## src/rtl/conv_pkg.sv

```systemverilog
// Shared constants and types for the 3x3 convolution frame-buffer blocks.
// Used by the frame loader, the window reader and the result writer.
//   IMG_W/IMG_H : active image size in pixels
//   DW          : pixel width in bits
//   AW          : row/column address width of the padded buffer
//   BUF_W/BUF_H : padded buffer size (one zero pixel on every side)
package conv_pkg;
  localparam int IMG_W = 64;
  localparam int IMG_H = 64;
  localparam int DW    = 8;
  localparam int AW    = 7;

  localparam int BUF_W = IMG_W + 2;
  localparam int BUF_H = IMG_H + 2;

  // Border cells: two full rows plus the left/right cells of every interior row.
  localparam int BORDER_N = 2 * BUF_W + 2 * IMG_H;
  localparam int BCW      = 9;

  typedef enum logic [1:0] {
    IDLE   = 2'd0,
    BORDER = 2'd1,
    LOAD   = 2'd2,
    DONE   = 2'd3
  } loader_state_t;
endpackage

```

## src/rtl/frame_border_gen.sv

```systemverilog
// Border address generator for the padded frame buffer.
// Walks the zero border in the order: top row, bottom row, then the
// (r,0)/(r,BUF_W-1) pairs for r = 1..IMG_H.
//   clk, rst_n : clock, synchronous active-low reset
//   clr        : restart the sequence at (0,0)
//   en         : advance one border cell
//   row, col   : current border cell address
//   last       : current cell is the final one of the sequence
module frame_border_gen
  import conv_pkg::*;
(
  input  logic          clk,
  input  logic          rst_n,
  input  logic          clr,
  input  logic          en,
  output logic [AW-1:0] row,
  output logic [AW-1:0] col,
  output logic          last
);

  logic [BCW-1:0] cnt_q, cnt_d;
  logic [BCW-1:0] side_idx;

  always_comb begin
    cnt_d = cnt_q;
    if (clr) begin
      cnt_d = '0;
    end else if (en) begin
      cnt_d = last ? '0 : cnt_q + 1'b1;
    end
  end

  always_ff @(posedge clk) begin
    if (!rst_n) cnt_q <= '0;
    else        cnt_q <= cnt_d;
  end

  always_comb begin
    side_idx = '0;
    row      = '0;
    col      = '0;
    if (cnt_q < BCW'(BUF_W)) begin
      row = '0;
      col = AW'(cnt_q);
    end else if (cnt_q < BCW'(2 * BUF_W)) begin
      row = AW'(BUF_H - 1);
      col = AW'(cnt_q - BCW'(BUF_W));
    end else begin
      // Side cells come in pairs: even index is the left cell, odd the right.
      side_idx = cnt_q - BCW'(2 * BUF_W);
      row      = AW'(side_idx[BCW-1:1]) + AW'(1);
      col      = side_idx[0] ? AW'(BUF_W - 1) : '0;
    end
  end

  assign last = (cnt_q == BCW'(BORDER_N - 1));

endmodule

```

## src/rtl/frame_loader_pad.sv

```systemverilog
// Front-end writer for the padded 3x3 convolution frame buffer.
// On start it writes the zero border, then streams one raster frame into
// the buffer interior at (row+1, col+1), then pulses frame_done.
//   clk, rst_n        : clock, synchronous active-low reset
//   start             : single-cycle request to load one frame (IDLE only)
//   s_valid/s_ready   : pixel stream handshake; s_data pixel, s_last end marker
//   m_wr_en/row/col/data : registered buffer write port
//   busy              : registered, high while writing border or pixels
//   frame_done        : one-cycle pulse at end of frame
//   err_len           : sticky frame-length error, cleared by the next start
module frame_loader_pad
  import conv_pkg::*;
(
  input  logic          clk,
  input  logic          rst_n,
  input  logic          start,
  input  logic          s_valid,
  input  logic [DW-1:0] s_data,
  input  logic          s_last,
  output logic          s_ready,
  output logic          m_wr_en,
  output logic [AW-1:0] m_wr_row,
  output logic [AW-1:0] m_wr_col,
  output logic [DW-1:0] m_wr_data,
  output logic          busy,
  output logic          frame_done,
  output logic          err_len
);

  loader_state_t state_q, state_d;

  logic [AW-1:0] pr_q, pr_d, pc_q, pc_d;
  logic          wr_en_q, wr_en_d;
  logic [AW-1:0] wr_row_q, wr_row_d, wr_col_q, wr_col_d;
  logic [DW-1:0] wr_data_q, wr_data_d;
  logic          busy_q, busy_d;
  logic          err_q, err_d;

  logic          accept, last_pix, start_ok;
  logic [AW-1:0] bg_row, bg_col;
  logic          bg_last;

  assign start_ok = (state_q == IDLE) && start;
  assign accept   = s_valid && s_ready;
  assign last_pix = (pr_q == AW'(IMG_H - 1)) && (pc_q == AW'(IMG_W - 1));

  frame_border_gen u_border (
    .clk   (clk),
    .rst_n (rst_n),
    .clr   (start_ok),
    .en    (state_q == BORDER),
    .row   (bg_row),
    .col   (bg_col),
    .last  (bg_last)
  );

  // State register
  always_ff @(posedge clk) begin
    if (!rst_n) state_q <= IDLE;
    else        state_q <= state_d;
  end

  // Next-state logic
  always_comb begin
    state_d = state_q;
    unique case (state_q)
      IDLE:    if (start) state_d = BORDER;
      BORDER:  if (bg_last) state_d = LOAD;
      LOAD:    if (accept && (s_last || last_pix)) state_d = DONE;
      DONE:    state_d = IDLE;
      default: state_d = IDLE;
    endcase
  end

  // State-decoded outputs
  always_comb begin
    s_ready    = (state_q == LOAD);
    frame_done = (state_q == DONE);
  end

  // Counters, write port and status
  always_comb begin
    pr_d      = pr_q;
    pc_d      = pc_q;
    wr_en_d   = 1'b0;
    wr_row_d  = wr_row_q;
    wr_col_d  = wr_col_q;
    wr_data_d = wr_data_q;
    err_d     = err_q;
    busy_d    = (state_q == BORDER) || (state_q == LOAD);

    if (start_ok) begin
      pr_d  = '0;
      pc_d  = '0;
      err_d = 1'b0;
    end

    if (state_q == BORDER) begin
      wr_en_d   = 1'b1;
      wr_row_d  = bg_row;
      wr_col_d  = bg_col;
      wr_data_d = '0;
    end

    if (accept) begin
      wr_en_d   = 1'b1;
      wr_row_d  = pr_q + AW'(1);
      wr_col_d  = pc_q + AW'(1);
      wr_data_d = s_data;
      if (pc_q == AW'(IMG_W - 1)) begin
        pc_d = '0;
        pr_d = pr_q + AW'(1);
      end else begin
        pc_d = pc_q + AW'(1);
      end
      // Length error: s_last early, or missing on the final pixel.
      if (s_last != last_pix) err_d = 1'b1;
    end
  end

  always_ff @(posedge clk) begin
    if (!rst_n) begin
      pr_q      <= '0;
      pc_q      <= '0;
      wr_en_q   <= 1'b0;
      wr_row_q  <= '0;
      wr_col_q  <= '0;
      wr_data_q <= '0;
      busy_q    <= 1'b0;
      err_q     <= 1'b0;
    end else begin
      pr_q      <= pr_d;
      pc_q      <= pc_d;
      wr_en_q   <= wr_en_d;
      wr_row_q  <= wr_row_d;
      wr_col_q  <= wr_col_d;
      wr_data_q <= wr_data_d;
      busy_q    <= busy_d;
      err_q     <= err_d;
    end
  end

  assign m_wr_en   = wr_en_q;
  assign m_wr_row  = wr_row_q;
  assign m_wr_col  = wr_col_q;
  assign m_wr_data = wr_data_q;
  assign busy      = busy_q;
  assign err_len   = err_q;

endmodule

```

## config.mk

```make
export PLATFORM = sky130hd
export DESIGN_NAME = frame_loader_pad
export DESIGN_NICKNAME = d
export VERILOG_FILES = /design/src/rtl/conv_pkg.sv /design/src/rtl/frame_border_gen.sv /design/src/rtl/frame_loader_pad.sv
export SDC_FILE = /design/constraint.sdc
export NUM_CORES = 1
export LEC_CHECK = 0
export ABC_CLOCK_PERIOD_IN_PS = 3400
export BUFFER_PORTS_ARGS = -buffer_cell sky130_fd_sc_hd__buf_2
export CORE_MARGIN = 10
export CORE_UTILIZATION = 52
export DETAILED_ROUTE_END_ITERATION = 6
export PLACE_DENSITY = 0.73
export SKIP_CTS_REPAIR_TIMING = 1
export SLEW_MARGIN = 5
export SYNTH_ARGS = -nofsm -noshare
export SYNTH_HDL_FRONTEND = slang
export SYNTH_SLANG_ARGS = --single-unit
```

## constraint.sdc

```tcl
create_clock -name clk -period 3.4 [get_ports clk]
set_input_delay 0.17 -clock clk [delete_from_list [all_inputs] [get_ports clk]]
set_output_delay 0.17 -clock clk [all_outputs]
set_load 0.005 [all_outputs]
```

======== Word-level counts from Yosys, hierarchy flattened ========
Index checks and enable logic that the tools add are counted.
W data, S select, Z words.
operators by class
  $add $sub $neg .......................... 6
  $lt $le $gt $ge ......................... 2
  equal/unequal tests ..................... 10
  mux-type cells .......................... 27
  bitwise logic cells ..................... 1
  reduce and logical (&&, ||, !) cells .... 11
operators by type and width
  operator               number
  $mux W7                15
  $add A7 B1 Y7 const B  3
  $mux W8                2
  $eq A7 B6 Y1 const B   2
  $add A9 B1 Y9 const B  1
  $eq A9 B9 Y1 const B   1
  $lt A9 B7 Y1 const B   1
  $lt A9 B8 Y1 const B   1
  $mux W9                1
  $pmux W2 S4            1
  $sub A8 B8 Y8 const B  1
  $sub A7 B7 Y7 const B  1
  $mux W2                3
  $mux W1                5
  $eq A2 B2 Y1 const B   2
  $logic_and A1 B1 Y1    4
  $ne A2 B2 Y1 const B   2
  $reduce_bool A2 Y1     2
  $reduce_and A3 Y1      1
  $eq A2 B1 Y1 const B   1
  $logic_not A2 Y1       1
  $logic_or A1 B1 Y1     2
  $ne A2 B1 Y1 const B   1
  $reduce_or A2 Y1       1
  2 further kinds        2
storage, ports and cells
  flip-flop bits (word level) ............. 50
  input port bits ......................... 13
  output and inout port bits .............. 27
  logic and storage cells ................. 67

======== Depth between registers and ports, before layout ========
  word-level depth ........................ 6
  mapped depth ............................ 9
  mapped depth without buffers ............ 9

======== Cells and area by module ========
From an unflattened synthesis, not the netlist that was laid out.
unflattened totals
  cell total of the unflattened synthesis .. 349
  area total of the unflattened synthesis .. 2,935.3 um^2
modules (own cells, without submodules)
  module            times used  cells an instance  area an instance (um^2)
  frame_loader_pad  1           223                1,991.9
  frame_border_gen  1           126                943.4

======== Worst setup path after synthesis ========
OpenSTA, ideal clock, no wires.
  kind .................................... register to register
  from .................................... register pc_q[0]
  to ...................................... register state_q[0]
  setup time .............................. 0.122 ns
  data arrival time ....................... 2.264 ns
  data required time ...................... 3.278 ns
  slack ................................... 1.014 ns
  stages on the path, launching flop included .. 9
  buffers on the path ..................... 0
  clock period less this slack ............ 2.386 ns
  path through ............................ dfxtp_1 ha_1 nand3_1 or3_1 or3_1 ha_1 o21ai_0 nand3_1 o311a_1
on the way
  longest elaborated chain between the ends .. 6
ends and longest elaborated chain
  what                         RTL line                 source
  start: declaration           frame_loader_pad.sv:32   logic [AW-1:0] pr_q, pr_d, pc_q, pc_d;
  start signal: assignment     frame_loader_pad.sv:133  pc_q <= pc_d;
  $eq A7 B6 Y1                 frame_loader_pad.sv:45   assign last_pix = (pr_q == AW'(IMG_H - 1)) && (pc_q == AW'(IMG_W - 1));
  $logic_and A1 B1 Y1          frame_loader_pad.sv:45
  $logic_or A1 B1 Y1           frame_loader_pad.sv:69   LOAD: if (accept && (s_last || last_pix)) state_d = DONE;
  $logic_and A1 B1 Y1          frame_loader_pad.sv:69
  $ne A2 B1 Y1 (no line)       -
  $reduce_and A3 Y1 (no line)  -
  end signal: assignment       frame_loader_pad.sv:60   else state_q <= state_d;
  end: declaration             frame_loader_pad.sv:30   loader_state_t state_q, state_d;
Every way passes these cells.
A chain may end at the register's enable or synchronous reset.

======== Worst setup path after layout ========
Ends and elaborated chain as after synthesis.

==> results.toml <==
[sta]
slew_headroom_pct = 38.97
drv_slew = 0
rsz0062_at_grt = "no"
hold_viol = 0
period_minus_slack_ps = 2663
hold_ws_ps = 100.7
post-route-period-util_pct = 78.33
worstMarginPinSlew_ps = 914.9
fmax_mhz = 375.5
setup_tns_ps = 0
finClkSkew_ps = 4.960
setup_viol_count_final = 0

[synth]
ys_types = 56
synth_area_per_cell_um2 = 7.947
synth_top_flop_cell = "dfxtp_1"
yosysSeqAreaShare_pct = 33.77
async_flop_share_pct = 0
ys_ff_latch = 50
synth_area_um2 = 2964
ys_warn_count = 0
synth_edf_count = 0
syn_inst = 373
syn_nets = 401

[clocking]
clockBufferDepth = 2
tritoncts = "yes"
cts_max_level = 2
cts_root_buf = "clkbuf_8"
cts.clk_slew.worst_paths_ps = 90
clkLatencyLatePin_ps = 310
numCtsBuffers = 5
clkSinkCount = 50

[critical_path]
path_delay_family = "simple AND/OR/NAND/NOR gates"
cp.arrival_ps = 2860
crit_required_ps = 3600
crit_chain = "ha_1 -> nand3_1 -> or3_1 -> or3_1 -> ha_1 -> o21ai_0 -> nand3_1 -> o311a_1"
cp-start-kind = "flip-flop"
r2r-start = "pc_q[0]"
reg2reg_depth = 8
r2r_slack_ps = 740
crit-reg2reg-capture = "state_q[0]"
worst_path_max_delay_cell = "or3_1"
max_stage_delay_ps = 470
critical_path.max_fanout = 6
crit_buf_inv = 0
path_class = "reg -> reg"
worstSetupEndpointType = "flip-flop"

[layout]
nets = 426
syn2layout_area_growth_pct = 10.47
drive_above_1_share_pct = 14.79
n_antenna_cell = 0

[power_and_ir_drop]
p_leak_nw = 1.304
power_density_nw_per_um2 = 516.2
ir_drop_mv = 0.4448

[grt]
grt_pass1_wl_mm = 12.83
grt.total_usage_pct = 16.96
grt_max_degree = 43
grt_overflow_total = 0
antenna_found_initial = 0
grt_pass1_vias = 2669

[die]
die_x_um = 95.50
row_count = 27
fp.dieH_um = 95.50
io_pins = 40
die-area_um2 = 9120
start_util_pct = 53.83
coreArea_um2 = 5507

[placed_design]
portBuffers = 39
place.gp.congestion = 0.8508
dp_hpwl_mm = 5.368

[worst_hold_path]
min_to = "m_wr_data[3]"
min_from = "s_data[3]"
hold_depth = 3
min_path_type = "in -> reg"

[drt]
final_antenna_net_count = 0
num_vias = 2770
routed_wl_mm = 7.584
wl_per_cell_um = 16.10
drc = 0
drt-initial-drc-count = 182
via_per_inst = 5.881
dr.pass1.iters = 5

[flow_run]
maxCapViolations = 0

[outcome]
status = "complete, no violations"
-- cells by family after synthesis --
logic type / after synthesis / synth area share, %
fa+ha+maj: 15 / 6.332
flops: 50 / 33.77
simple gates: 140 / 23.55
compound gates: 109 / 24.40
xor+xnor: 18 / 5.319
mux: 4 / 1.351
buf+inv: 37 / 5.276
-- cells in the final DEF (no fill, tap or decap), types with 5 or more instances in the layout --
cell type  synthesis  routed
a21boi_0          11      11
a21oi_1           32      32
a311oi_1           5       5
a31oi_1            5       5
and3_1             9       9
buf_2              2      39
clkbuf_8           0       5
dfxtp_1           50      50
ha_1              15      15
inv_1             11      11
nand2_1           42      42
nand3_1           22      22
nand4_1            5       5
nor2_1            26      26
nor2b_1            8       8
nor3_1             6       6
o21ai_0           20      20
or3_1              5       5
xnor2_1           11      11
xor2_1             7       7
-- area by class of cell --
type	instances	area, um2
tap	72	90.09
clock buffer	7	76.32
inverter	12	45.04
clock inverter	1	30.03
sequential	50	1001
multi-input combinational	286	1807
fill	524	2232
timing repair buffer	43	225.2
-- registers in the layout (all words and copies together) (netlist names) --
| name | count |
|---|---|
| busy | 1 |
| err_len | 1 |
| m_wr_col | 7 |
| m_wr_data | 8 |
| m_wr_en | 1 |
| m_wr_row | 7 |
| pc_q | 7 |
| pr_q | 7 |
| state_q | 2 |
| u_border.cnt_q | 9 |
-- metrics by stage --
step | power, mW | instances | setup slack, ps | util, % | instance area (um2)
after floorplan | 1.091 | 373 | 1014 | - | 2964
after global placement | 1.267 | 463 | 883.2 | 57.53 | 3168
after detailed placement | 1.277 | 463 | 814.5 | 57.53 | 3168
after CTS | 1.693 | 471 | 765.2 | 59.46 | 3274
after global routing | 1.784 | 471 | 625.8 | 59.46 | 3274
final | 1.690 | 471 | 736.8 | 59.46 | 3274
-- synthesized netlist by cell type (all sizes together) (5+ instances only) --
master	number	share of area, %
nor3	6	1.0
nor2	26	3.3
buf	6	1.4
or3	7	1.7
ha	15	6.3
nand4	5	1.1
a21boi	11	2.8
dfxtp	50	34
nand3	22	3.7
xnor2	11	3.3
a21o	5	1.3
inv	11	1.4
a31oi	5	1.1
clkbuf	19	2.4
a311oi	5	1.5
xor2	7	2.1
a21oi	32	5.4
o21ai	21	3.5
and3	9	1.9
nor2b	8	1.7
nand2	42	5.3
-- how the worst max path moves through the flow --
stage	start	end	slack (ps)	depth (start not counted)
detailed placement	pc_q[0]	state_q[0]	810	8
CTS	pc_q[0]	state_q[0]	770	8
finish	pc_q[0]	state_q[0]	740	8
global placement	pc_q[0]	state_q[0]	880	8
floorplan	pc_q[0]	state_q[0]	1010	8
global route	pc_q[0]	state_q[0]	630	8
-- tightest hold or removal path, delay by kind of cell --
kind,cells,cell delay (ps)
buf+inv,1,90
compound gates,1,60
simple gates,1,40
-- report_power, final --
part / total, mW / internal (mW) / switching, mW / leakage, nW
Sequential: 0.700 / 0.651 / 0.0490 / 0.404
Clock: 0.419 / 0.220 / 0.198 / 0.0524
Combinational: 0.572 / 0.212 / 0.360 / 0.847
Total: 1.69 / 1.08 / 0.607 / 1.30
-- per-layer routing --
layer  GRT usage [%]  vias up  routed length [um]
met1           22.94     1284                3540
li1                -     1385                   -
met2           25.34       84                3339
met5               0        -                   0
met4           6.020        0                 175
met3           4.556       17                 529
(Power assumes the default switching activity.)
